## src/rtl/sum_bcd_display_pkg.sv

```systemverilog
// rtl/sum_bcd_display_pkg.sv - shared states, segment codes and limits for sum_bcd_display
package sum_bcd_display_pkg;

  // Converter FSM states
  typedef enum logic [1:0] {
    ST_IDLE  = 2'd0,
    ST_SHIFT = 2'd1,
    ST_DONE  = 2'd2
  } state_t;

  // Widest binary input the two-nibble BCD scratch can hold (63 -> tens 6)
  localparam int WIDTH_MAX = 6;

  // Active-low 7-segment codes, bit0=a .. bit6=g
  localparam logic [6:0] SEG_0     = 7'b1000000;
  localparam logic [6:0] SEG_1     = 7'b1111001;
  localparam logic [6:0] SEG_2     = 7'b0100100;
  localparam logic [6:0] SEG_3     = 7'b0110000;
  localparam logic [6:0] SEG_4     = 7'b0011001;
  localparam logic [6:0] SEG_5     = 7'b0010010;
  localparam logic [6:0] SEG_6     = 7'b0000010;
  localparam logic [6:0] SEG_7     = 7'b1111000;
  localparam logic [6:0] SEG_8     = 7'b0000000;
  localparam logic [6:0] SEG_9     = 7'b0010000;
  localparam logic [6:0] SEG_BLANK = 7'b1111111;

  // Digit to segment code; anything above 9 renders dark
  function automatic logic [6:0] seg_code(input logic [3:0] digit);
    case (digit)
      4'd0:    seg_code = SEG_0;
      4'd1:    seg_code = SEG_1;
      4'd2:    seg_code = SEG_2;
      4'd3:    seg_code = SEG_3;
      4'd4:    seg_code = SEG_4;
      4'd5:    seg_code = SEG_5;
      4'd6:    seg_code = SEG_6;
      4'd7:    seg_code = SEG_7;
      4'd8:    seg_code = SEG_8;
      4'd9:    seg_code = SEG_9;
      default: seg_code = SEG_BLANK;
    endcase
  endfunction

endpackage

```

## src/rtl/seg7_decoder.sv

```systemverilog
// rtl/seg7_decoder.sv - 4-bit digit to active-low 7-segment code, >9 blank
module seg7_decoder
  import sum_bcd_display_pkg::*;
(
  input  logic [3:0] i_digit,
  output logic [6:0] o_seg
);

  // Pure table lookup
  assign o_seg = seg_code(i_digit);

endmodule

```

## src/rtl/sum_bcd_display.sv

```systemverilog
// rtl/sum_bcd_display.sv - serial double-dabble binary-to-BCD converter with 7-segment outputs
module sum_bcd_display
  import sum_bcd_display_pkg::*;
#(
  parameter int WIDTH = 5
) (
  input  logic             Clock,
  input  logic             Resetn,
  input  logic             in_valid,
  output logic             in_ready,
  input  logic [WIDTH-1:0] in_sum,
  output logic             out_valid,
  input  logic             out_ready,
  output logic [3:0]       out_tens,
  output logic [3:0]       out_ones,
  output logic [6:0]       HEX1,
  output logic [6:0]       HEX0
);

  localparam int CW = $clog2(WIDTH + 1);
  localparam logic [CW-1:0] LAST_STEP = CW'(WIDTH - 1);

  // Reject widths the two-digit scratch cannot represent
  if (WIDTH < 1 || WIDTH > WIDTH_MAX) begin : g_width_check
    $error("sum_bcd_display: WIDTH out of range");
  end

  state_t           r_state;
  logic [WIDTH-1:0] r_bin;
  logic [3:0]       r_tens;
  logic [3:0]       r_ones;
  logic [CW-1:0]    r_cnt;
  logic [3:0]       r_out_tens;
  logic [3:0]       r_out_ones;
  logic             r_out_valid;

  logic [3:0]       w_adj_tens;
  logic [3:0]       w_adj_ones;
  logic [WIDTH+7:0] w_shift;
  logic [3:0]       w_tens_digit;

  // One double-dabble step: add 3 to nibbles >=5, then shift the whole chain left
  assign w_adj_tens = (r_tens >= 4'd5) ? r_tens + 4'd3 : r_tens;
  assign w_adj_ones = (r_ones >= 4'd5) ? r_ones + 4'd3 : r_ones;
  assign w_shift    = {w_adj_tens, w_adj_ones, r_bin} << 1;

  // Capture, shift WIDTH times, publish on the last shift, hold until consumed
  always_ff @(posedge Clock or negedge Resetn) begin
    if (!Resetn) begin
      r_state     <= ST_IDLE;
      r_bin       <= '0;
      r_tens      <= '0;
      r_ones      <= '0;
      r_cnt       <= '0;
      r_out_tens  <= '0;
      r_out_ones  <= '0;
      r_out_valid <= 1'b0;
    end else begin
      case (r_state)
        ST_IDLE: begin
          if (in_valid) begin
            r_bin   <= in_sum;
            r_tens  <= '0;
            r_ones  <= '0;
            r_cnt   <= '0;
            r_state <= ST_SHIFT;
          end
        end
        ST_SHIFT: begin
          r_tens <= w_shift[WIDTH+7:WIDTH+4];
          r_ones <= w_shift[WIDTH+3:WIDTH];
          r_bin  <= w_shift[WIDTH-1:0];
          r_cnt  <= r_cnt + CW'(1);
          if (r_cnt == LAST_STEP) begin
            r_out_tens  <= w_shift[WIDTH+7:WIDTH+4];
            r_out_ones  <= w_shift[WIDTH+3:WIDTH];
            r_out_valid <= 1'b1;
            r_state     <= ST_DONE;
          end
        end
        ST_DONE: begin
          if (out_ready) begin
            r_out_valid <= 1'b0;
            r_state     <= ST_IDLE;
          end
        end
        default: begin
          r_out_valid <= 1'b0;
          r_state     <= ST_IDLE;
        end
      endcase
    end
  end

  assign in_ready  = (r_state == ST_IDLE);
  assign out_valid = r_out_valid;
  assign out_tens  = r_out_tens;
  assign out_ones  = r_out_ones;

  // Leading zero on the tens display is blanked by feeding an out-of-range digit
  assign w_tens_digit = (r_out_tens == 4'd0) ? 4'hF : r_out_tens;

  seg7_decoder u_seg_tens (
    .i_digit (w_tens_digit),
    .o_seg   (HEX1)
  );

  seg7_decoder u_seg_ones (
    .i_digit (r_out_ones),
    .o_seg   (HEX0)
  );

endmodule
```

## config.mk

```make
export PLATFORM = sky130hd
export DESIGN_NAME = sum_bcd_display
export DESIGN_NICKNAME = d
export VERILOG_FILES = /design/src/rtl/sum_bcd_display_pkg.sv /design/src/rtl/seg7_decoder.sv /design/src/rtl/sum_bcd_display.sv
export SDC_FILE = /design/constraint.sdc
export NUM_CORES = 1
export LEC_CHECK = 0
export CAP_MARGIN = 20
export CORE_ASPECT_RATIO = 0.9
export CORE_MARGIN = 2
export CORE_UTILIZATION = 31
export CTS_CLUSTER_DIAMETER = 200
export DETAILED_ROUTE_END_ITERATION = 8
export SYNTH_ARGS = -nofsm -noshare
export SYNTH_HDL_FRONTEND = slang
export SYNTH_HIERARCHICAL = 1
export SYNTH_SLANG_ARGS = --single-unit
```

## constraint.sdc

```tcl
create_clock -name Clock -period 2.5 [get_ports Clock]
set_input_delay 0.25 -clock Clock [delete_from_list [all_inputs] [get_ports Clock]]
set_output_delay 0.25 -clock Clock [all_outputs]
set_load 0.01 [all_outputs]
```

Word-level counts from Yosys, hierarchy flattened:

Memory sizes are Yosys's and may differ from the RTL's.
Index checks and enable logic that the tools add are counted.

* register bits after elaboration: 27
* bits in read-only memories: 224
* bits of input ports: 9
* output and inout port bits: 24
* word-level logic and storage cells: 46
* memories kept: 2

Memory list
* (no name shown): words 16, width 7, rd ports 1, clocked after Yosys merged registers in 0, wr ports 0, line sum_bcd_display_pkg.sv:29 `case (digit)`
* (no name shown): words 16, width 7, rd ports 1, clocked after Yosys merged registers in 0, wr ports 0, line sum_bcd_display_pkg.sv:29

* add/subtract/negate cells: 3
* $lt $le $gt $ge: 2
* eq/ne operators: 6
* multiplexer cells: 17
* bitwise logic cells: 1
* reduce and logical (&&, ||, !) cells: 7

Operator list (count)
* 4-bit one-hot mux with 2 select lines: 2
* 4-bit two-way mux: 3
* 5-bit one-hot mux with 2 select lines: 1
* 4-bit by 3-bit >= comparator with 1-bit output, second input constant: 2
* 2-bit two-way mux: 3
* 3-bit two-way mux: 2
* 2-bit != test, second input constant: 3
* 2-bit one-hot mux with 3 select lines: 1
* 3-bit one-hot mux with 2 select lines: 1
* 3-bit AND reduction: 2
* 5-bit two-way mux: 1
* 4-bit by 2-bit adder with 4-bit output, second input constant: 1
* 4-bit zero test: 1
* 2-bit AND reduction: 2
* 3-bit by 1-bit adder with 3-bit output, second input constant: 1
* 3-bit by 2-bit adder with 3-bit output, second input constant: 1
* 3-bit equality test, second input constant: 1
* 1-bit one-hot mux with 3 select lines: 1
* 2-bit by 1-bit equality test with 1-bit output, second input constant: 1
* 2-bit equality test, second input constant: 1
* 2-bit zero test: 1
* 1-bit two-way mux: 2
* 2-bit nonzero test: 1
* 1-bit inverter: 1

Longest topological paths before layout:

Gate-level depths: netlist of the first run.

* word-level depth: 3
* mapped depth: 7
* depth with buffers taken out: 7

By module:

Netlist of the first run, hierarchy kept.

Modules (own cells, without submodules)
* sum_bcd_display: times used 1, cells each 140, area each 1352.5 sq um, sequential area each 675.6 sq um
* seg7_decoder: times used 2, cells each 33, area each 210.2 sq um, sequential area each 0.0 sq um

Worst setup path after synthesis of the first run:

No wires, ideal clock.

* path kind: register to output
* start: reg r_out_tens[0] (netlist: out_tens[0])
* end: out HEX1[0]
* arrival time: 1.779 ns
* data required time: 2.250 ns
* path slack: 0.471 ns
* cell stages (with the launch flop): 8
* buffers on the path: 0
* cells stage by stage: dfrtp_1 > or2_2 > o21bai_1 > inv_1 > ha_1 > or2_1 > a21oi_2 > nor2_1

* cells in the longest elaborated chain, start to end: 3

RTL lines
* start: declaration: line sum_bcd_display.sv:33 `logic [3:0] r_out_tens;`
* start signal: assignment: line sum_bcd_display.sv:75 `r_out_tens <= w_shift[WIDTH+7:WIDTH+4];`
* 4-bit zero test: line sum_bcd_display.sv:101 `assign w_tens_digit = (r_out_tens == 4'd0) ? 4'hF : r_out_tens;`
* 4-bit two-way mux: line sum_bcd_display.sv:101
* net w_tens_digit[1]: line sum_bcd_display.sv:40 `logic [3:0] w_tens_digit;`
* memory read 16 x 7 bit
* end: declaration: line sum_bcd_display.sv:16 `output logic [6:0] HEX1,`

The timed path passes the listed nets, and every way through them passes these cells.

Final worst setup path of the first run:

* start: reg r_out_tens[0] (netlist: out_tens[0])
* end: out HEX1[0]

* cells in the longest elaborated chain, start to end: 3

RTL lines (line)
* 4-bit zero test: sum_bcd_display.sv:101
* 4-bit two-way mux *: sum_bcd_display.sv:101
* net w_tens_digit[0]: sum_bcd_display.sv:40
* memory read 16 x 7 bit *

Mark *: on every way through the listed nets, which the timed path passes. The rest lies on a longest branch.

==> impl_metrics.yaml, run 1 <==
routing:
  first_pass_iters: 4
  drt_wl_total_um: 3520
  vias: 1489
  detail_route.iter0.violations: 37
  ant_nets: 0
  vias_per_cell: 4.73
  wl_per_cell_um: 11.2
  drc_errors: 0
sta:
  period_share_pct: 94.2
  setup_violations: 0
  report.final.slew_viol_count: 0
  finClkSkew_ps: 2.84
  holdWs_ps: 346
  period_minus_slack_ps: 2350
  worstMarginPinSlew_ps: 422
  max_slew_margin_pct: 71.8
  worst_slack_ps: 145
  rsz0062_at_grt: "no"
  setup_tns_ps: 0
  finalHoldViolCount: 0
  max_clock_freq_mhz: 425
clock_tree:
  cts_htree_levels: 1
  clk_latency_ps: 270
  cts_tree: "done"
  cts_root_buf: "clkbuf_8"
  holdBufCountCts: 0
  clock_sinks: 27
  cts_buffers: 3
  clockBufferDepth: 2
  path_clk_slew_ps: 90
worst_setup_path:
  worstPathMaxFanout: 4
  critPathKind: "reg2out"
  path_common_cell: "buf_4"
  worstPathRequired_ps: 2250
  start_kind: "flop"
  critPathSlowestCell: "dfrtp_1"
  end_kind: "output pin"
  max_stage_delay_ps: 380
  cp.arrival_ps: 2100
  path_cells: "buf_4 > o21bai_1 > buf_4 > buf_4 > ha_1 > or2_1 > a21oi_2 > nor2_1 > dlygate4sd2_1"
power_and_ir_drop:
  finalPower_w: 0.00334
  worst_ir_drop_vdd_uv: 672
  p_per_area_mw_per_mm2: 1470
  leakage_nw: 1.01
cells_and_area:
  area_growth_pct: 28.0
  fin_nets: 271
  layout-drive-gt1-share_pct: 11.0
  diodes: 0
run:
  maxCapViolations: 0
placement:
  port_buffers: 32
  dpl.hpwl_um: 2560
  place.gp.congestion: 0.751
  pre_cts_slack_ps: 208
run_status:
  status: "complete, no violations"
synthesis:
  async_flop_share_pct: 100
  synth_edf_count: 0
  ys_ff_latch: 27
  ys_warn_count: 6
  yosysSeqAreaShare_pct: 38.1
  synth_fp_nets: 231
  syn_area_per_cell_sq_um: 8.61
  synthFlopType: "dfrtp_1"
  synth.most_common_cell: "o21ai_0"
  ys_types: 30
  synth_top_area_share_pct: 38.1
  synth_top_area_cell: "dfrtp_1"
  syn_area_sq_mm: 0.00177
  synth.area.top_cells: "dfrtp_1 (38%), ha_1 (11%), o21ai_0 (9.6%)"
  synthCells: 206
  ys_top_cells_by_count: "o21ai_0 (34), dfrtp_1 (27), nand2_1 (25), ha_1 (16), a21oi_1 (14)"
die:
  rows: 26
  ioPinCount: 33
  die_h_um: 75.7
  fp.coreArea_sq_mm: 0.00560
  die_w_um: 83.7
  start_util_pct: 31.7
  dieArea_sq_mm: 0.00634
global_route:
  grt.total_usage_pct: 11.9
  antenna_found_initial: 0
  grt_max_degree: 28
  grt_pass1_wl_um: 6300
  grt_overflow_total: 0
  grt_pass1_vias: 1446
hold_path:
  hp-class: "in2async"
[critical path: cells and delay by family, from the launching register on]
family / cells / cell delay, ps
simple gates: 2 / 290
buf+inv: 4 / 670
compound gates: 2 / 320
flops: 1 / 380
fa+ha+maj: 1 / 180
[path summary, 6_finish.rpt]
kind	depth (start not counted)	slack, ps	startpoint	endpoint
min in group Clock	2	500	r_tens[1]	r_tens[1]
worst min register to register	2	500	r_tens[1]	r_tens[1]
worst max register to register	6	820	r_ones[0]	out_ones[2]
max in group asynchronous	2	1890	Resetn	out_ones[2]
worst min-delay path	2	350	Resetn	r_cnt[1]
worst max-delay path	9	150	out_tens[0]	HEX1[0]
[kinds of logic after synthesis]
logic type      synth area share, %
xor+xnor                      0.988
flops                          38.1
mux                            2.12
fa+ha+maj                      11.3
simple gates                   20.2
buf+inv                        6.42
compound gates                 20.9
[power breakdown]
part / internal, W / switching, W
sequential: 0.000623 / 0.000222
clock: 0.000114 / 0.000130
combinational: 0.00118 / 0.00108
total: 0.00191 / 0.00143
[metrics by stage]
stage	util [%]	cells	instance area [sq um]
2_1_floorplan	-	206	1770
3_3_place_gp	39.2	309	2190
3_5_place_dp	39.2	309	2190
4_1_cts	40.1	314	2240
5_1_grt	40.6	315	2270
6_report	40.6	315	2270
[cell type report]
type / instances / area (sq um)
clock buffer: 4 / 45.0
fill: 579 / 3330
inverter: 12 / 45.0
multi-input combinational: 157 / 998
sequential: 27 / 676
tap: 70 / 87.6
timing repair buffer: 45 / 418
[registers in the layout, indices dropped and copies added (netlist names)]
register and count:
r_bin 5, out_ones 4, out_tens 4, r_ones 4
r_tens 4, r_cnt 3, r_state 2, out_valid 1
[per-layer routing]
layer | global-route usage [%] | up-vias | wire length [um]
met5 | 0 | - | 0
met2 | 21.0 | 32 | 1580
met4 | 2.51 | 0 | 24
met3 | 2.93 | 4 | 149
met1 | 15.2 | 678 | 1780
li1 | - | 775 | -
[what timing repair did]
item	in CTS	in global routing
buffers inserted	1	1
setup endpoints to repair	6	6
pin swaps	1	1
resized for setup	6	6
[layout by cell type (no fill, tap or decap), types with 2 or more instances in the layout]
cell and count:
a22oi_1 3, nand2b_1 11, clkbuf_8 3, clkdlybuf4s50_1 25, nand2_1 25, buf_4 13
dfrtp_1 27, inv_1 11, xnor2_1 2, or2_1 2, mux2_2 2, o21ai_1 2
ha_1 16, or2_2 2, a31oi_1 4, o21ai_0 34, a21oi_2 2, a22o_1 2
nor3_1 2, nor3b_1 3, nand3_1 2, dlygate4sd2_1 4, or2b_1 2, a21oi_1 14
nor2b_1 6, o21bai_1 3, nor2_1 13, dlymetal6s2s_1 2
(Power assumes the default switching activity.)
==> run 2, diff against run 1 <==
Settings changed: SETUP_SLACK_MARGIN set to 0.02.
==> run 2 against run 1 <==
Compared with the run above: power down 0.67%; count of clock-buffer cells in the layout unchanged; die area unchanged; combinational power hardly changed.
==> impl_metrics.yaml, run 2 (synthesis results as in run 1) <==
routing:
  ant_nets: 0
  vias: 1486
  drc_errors: 0
  first_pass_iters: 4
  detail_route.iter0.violations: 34
  drt_wl_total_um: 3510
  wl_per_cell_um: 11.1
  vias_per_cell: 4.72
clock_tree:
  cts_htree_levels: 1
  holdBufCountCts: 0
  clockBufferDepth: 2
  clock_sinks: 27
  cts_root_buf: "clkbuf_8"
  cts_tree: "done"
  cts_buffers: 3
  clk_latency_ps: 270
  path_clk_slew_ps: 90
cells_and_area:
  largest_register: "r_bin"
  fin_cells: 315
  layout.cells.most_common_list: "o21ai_0 (34), dfrtp_1 (27), nand2_1 (25), clkdlybuf4s50_1 (25), ha_1 (16)"
  largest_reg_flops: 5
  nFillCells: 582
  fin_nets: 271
  diodes: 0
  layout-drive-gt1-share_pct: 11.0
  area_growth_pct: 27.6
  final_common_cell: "o21ai_0"
worst_setup_path:
  r2r_slack_ps: 820
  path_cells: "or2_2 > o21bai_4 > inv_2 > ha_1 > or2_1 > a21oi_2 > a31oi_1 > dlygate4sd2_1"
  rr_endpoint: "out_ones[2]"
  end_kind: "output pin"
  cp.arrival_ps: 2080
  worstPathRequired_ps: 2250
  start_kind: "flop"
  critPathKind: "reg2out"
  r2r_cells: 6
  rr_startpoint: "r_ones[0]"
  critPathSlowestCell: "dfrtp_1"
  worstPathMaxFanout: 4
  max_stage_delay_ps: 380
die:
  ioPinCount: 33
  fp.coreArea_sq_mm: 0.00560
  dieArea_sq_mm: 0.00634
  start_util_pct: 31.7
  rows: 26
  die_h_um: 75.7
  die_w_um: 83.7
power_and_ir_drop:
  p_switching_w: 0.00143
  worst_ir_drop_vdd_uv: 622
  clock_power_share_pct: 7.3
  p_int_w: 0.00189
  leakage_nw: 1.00
  pwr-share-seq_pct: 25.4
  p_per_area_mw_per_mm2: 1470
  p_comb_share_pct: 67.3
  switching_share_pct: 42.9
global_route:
  grt_pass1_vias: 1446
  grt.total_usage_pct: 11.9
  grt_max_degree: 28
  grt_pass1_wl_um: 6300
  antenna_found_initial: 0
  grt_overflow_total: 0
run:
  maxCapViolations: 0
sta:
  rsz0062_at_grt: "yes"
  report.final.slew_viol_count: 0
  period_minus_slack_ps: 2330
  finClkSkew_ps: 2.50
  max_clock_freq_mhz: 429
  period_share_pct: 93.3
  setup_tns_ps: 0
  worst_slack_ps: 169
  worstMarginPinSlew_ps: 423
  finalHoldViolCount: 0
  setup_violations: 0
  max_slew_margin_pct: 71.7
placement:
  port_buffers: 32
  dp.cells: 309
  place.gp.congestion: 0.751
  dpl.hpwl_um: 2560
  pre_cts_slack_ps: 208
run_status:
  status: "complete, no violations"
hold_path:
  hp-class: "in2async"
==> run 2: changes by cell type in the layout (fill, tap and decap cells not counted) <==
cell            delta
dlymetal6s2s_1     -2
dlygate4sd2_1      +2
==> run 2: repair_timing <==
item | in CTS | in global routing
pin swaps | 1 | 1
endpoints found under the setup margin | 6 | 4
gates resized for setup | 8 | 4
setup buffers | 1 | 1
==> run 2: final cells by class <==
class                      instances  area [sq um]  share of cell area [%]
clock buffer                       4          45.0                    1.99
inverter                          12          45.0                    1.99
multi-input combinational        157           998                    44.1
tap                               70          87.6                    3.87
sequential                        27           676                    29.9
timing repair buffer              45           410                    18.1
==> run 2: power by group through the flow <==
stage	combinational (W)	clock (W)	sequential [W]
floorplan	0.00138	0	0.000808
global placement	0.00227	0	0.000845
detailed placement	0.00230	0	0.000852
CTS	0.00222	0.000259	0.000845
global route	0.00255	0.000279	0.000885
finish	0.00223	0.000244	0.000843
==> run 2: worst max path at each step <==
stage | start | slack (ps) | endpoint
floorplan | out_tens[0] | 470 | HEX1[0]
global placement | out_tens[0] | 250 | HEX1[3]
detailed placement | out_tens[0] | 210 | HEX1[3]
CTS | out_tens[0] | 80 | HEX1[3]
global route | out_tens[0] | 8 | HEX1[3]
finish | out_tens[0] | 170 | HEX1[3]
==> run 2: critical path, delay by kind of cell, from the launching register on <==
kind	cells	cell delay, ps
adder cells (fa/ha/maj)	1	170
AO/OA/AOI/OAI	3	370
flip-flops	1	380
buffers and inverters	2	350
AND/OR/NAND/NOR	2	560
==> run 2: per-stage QoR <==
stage	instance area [sq um]	hold slack, ps	utilization (%)	total power, W
after detailed placement	2190	485	39.2	0.00315
final	2260	346	40.4	0.00332
after floorplan	1770	-45.6	-	0.00218
after global placement	2190	470	39.2	0.00311
after CTS	2240	358	40.1	0.00332
after global routing	2260	408	40.4	0.00372
==> run 2: layer usage <==
layer / track usage, % / routed length, um / share of wire, % / up-vias
met5: 0 / 0 / 0 / -
met4: 2.51 / 24 / 0.68 / 0
met3: 2.93 / 145 / 4.1 / 4
met2: 21.0 / 1560 / 45 / 33
met1: 15.2 / 1780 / 51 / 674
li1: - / - / - / 775
==> edit: new RTL, config.mk and constraints of run 2 <==
Set the parameter `WIDTH` to 6 (it was 5).
--- a/src/rtl/sum_bcd_display.sv
+++ b/src/rtl/sum_bcd_display.sv
@@ -3,5 +3,5 @@
   import sum_bcd_display_pkg::*;
 #(
-  parameter int WIDTH = 5
+  parameter int WIDTH = 6
 ) (
   input  logic             Clock,
Interface: changed (resized in_sum); port bits go from 33 to 34. The function was not compared with the original's and may differ.
==> edit against run 2 <==
  * Fmax shrank 2.8%
  * Setup slack got worse by 68 ps
  * Synthesized cell count up 1.5%
  * Total power shrank 4.3%
  * Design area increased by 2.7%
  * Area after synthesis increased by 1.9%
  * Sequential cell count is 1 higher
  * Routed wire length grew 0.57%
  * Critical path type unchanged
  * Critical endpoint unchanged
==> edit: results (changes against run 2) <==
[finish]
antenna_cells=0  ; unchanged
final_nets=275  ; +1.5%
drive_gt1_share_pct=10.9  ; -0.13 points
largest_reg_flops=6  ; +1
top_register=r_bin
area_growth_pct=28.5
fill_cells=597  ; +2.6%

[logic_synthesis]
yosysUniqueCellTypes=29  ; -3.3%
synth-seq-area-share_pct=38.8  ; +0.67 points
yosys-top-cells-area=dfrtp_1 39%, ha_1 11%, o21ai_0 10%, nand2_1 5.2%, nand2b_1 3.8%
synth_common_cells=37 x o21ai_0, 28 x dfrtp_1, 25 x nand2_1
async_flop_share_pct=100  ; unchanged
ys_warn_count=6  ; unchanged
syn_inst=209  ; +1.5%
syn-num-nets=235  ; +1.7%

[global_routing]
grt.total_usage_pct=11.3  ; -0.57 points
grt_pass1_vias=1449  ; +0.21%
grt_pass1_wl_um=6270  ; -0.54%
grt_max_degree=29  ; +3.6%
antenna_found_initial=0  ; unchanged

[placement]
dpl-instance-area_um2=2240  ; +2.0%
dp_hpwl_um=2560  ; about the same
dp_slack_ps=201  ; -6.76 ps
finalWeightedCongestion=0.767  ; +2.1%
dp_cells=313  ; +1.3%
port_buffers=33  ; +3.1%

[clock_network]
root_buffer=clkbuf_8
htree_levels=1  ; unchanged
cts.clk_slew.worst_paths_ps=90  ; about the same
cts-buffers-inserted=3  ; unchanged
insertion_delay_ps=270  ; about the same

[route]
routed_via_density=4.69  ; -0.61%
wirelength_um=3530  ; +0.57%
firstDrtPassIters=3  ; -1
wl_per_cell_um=11.1  ; -0.38%
dr.first_iter.drc_count=44  ; +29%

[sta]
worst_slew_pin_slew_ps=386  ; -37.5 ps
fin_skew_ps=0.824  ; -1.67 ps

[critical_path]
cp_max_fo=4  ; unchanged
critical_path_arrival_ps=2150  ; +70 ps

[power]
ir_worst_vdd_uv=620  ; -0.39%
p_leak_nw=1.03  ; +2.9%

[hold_path]
min_path_type=input port to asynchronous set/reset pin

[status]
status=complete, no violations

edit: cell types whose count changed after synthesis, sizes merged:
cell   before  now
and2        0    1
a31oi       4    5
o21ai      36   37
a21oi      16   15
a22o        2    1
and3b       1    0
a22oi       3    4
dfrtp      27   28
a32o        0    1
edit: logic make-up after synthesis:
logic type,after synthesis,synth area share [%]
and+or+nand+nor,70,19.7
adders and majority gates,16,11.1
buffers and inverters,22,6.30
AOI/OAI and AO/OA,68,21.3
xor gates and xnor gates,2,0.970
DFF,28,38.8
muxes,3,1.87
edit: final cells by class:
cell class                      count  area share [%]
Sequential cell                    28            30.2
Tap cell                           70            3.77
Clock buffer                        4            2.37
Inverter                           12            1.94
Multi-Input combinational cell    159            43.7
Timing Repair Buffer               45            18.0
edit: what timing repair did:
item / CTS / global route
gates resized for setup: 6 / 7
endpoints found under the setup margin: 6 / 5
pin swaps: 1 / 2
gates cloned: 0 / 0
setup buffers: 1 / 0
edit: path summary, 6_finish.rpt:
| path | startpoint | end | slack, ps | cells past startpoint |
|---|---|---|---|---|
| max in group asynchronous | Resetn | out_ones[0]$_DFFE_PN0P_ | 1890 | 2 |
| worst max register to register | r_ones[0]$_DFFE_PN0P_ | r_ones[2]$_DFFE_PN0P_ | 800 | 6 |
| worst min register to register | r_tens[1]$_DFFE_PN0P_ | r_tens[1]$_DFFE_PN0P_ | 490 | 2 |
| worst max-delay path | out_tens[0]$_DFFE_PN0P_ | HEX1[3] | 100 | 8 |
| min in group Clock | r_tens[1]$_DFFE_PN0P_ | r_tens[1]$_DFFE_PN0P_ | 490 | 2 |
| worst min-delay path | Resetn | r_cnt[0]$_DFFE_PN0P_ | 340 | 2 |
edit: metal layers:
metal / wire length (um) / vias up / GRT usage (%)
met5: 0 / - / 0
met4: 18 / 0 / 1.43
met3: 103 / 2 / 2.28
met2: 1640 / 21 / 19.5
met1: 1770 / 684 / 15.2
li1: - / 784 / -
edit: worst max-delay path, stage by stage (launching register included):
cell and delay [ps]:
dfrtp_1 380, or2_2 350, o21bai_4 170, inv_2 70, ha_1 170, or2_1 230, a21oi_2 160, a31oi_1 50
dlygate4sd2_1 290
edit: power by group:
group          internal (mW)  switching, mW
Combinational           1.05          0.997
Sequential             0.638          0.209
Clock                  0.141          0.141
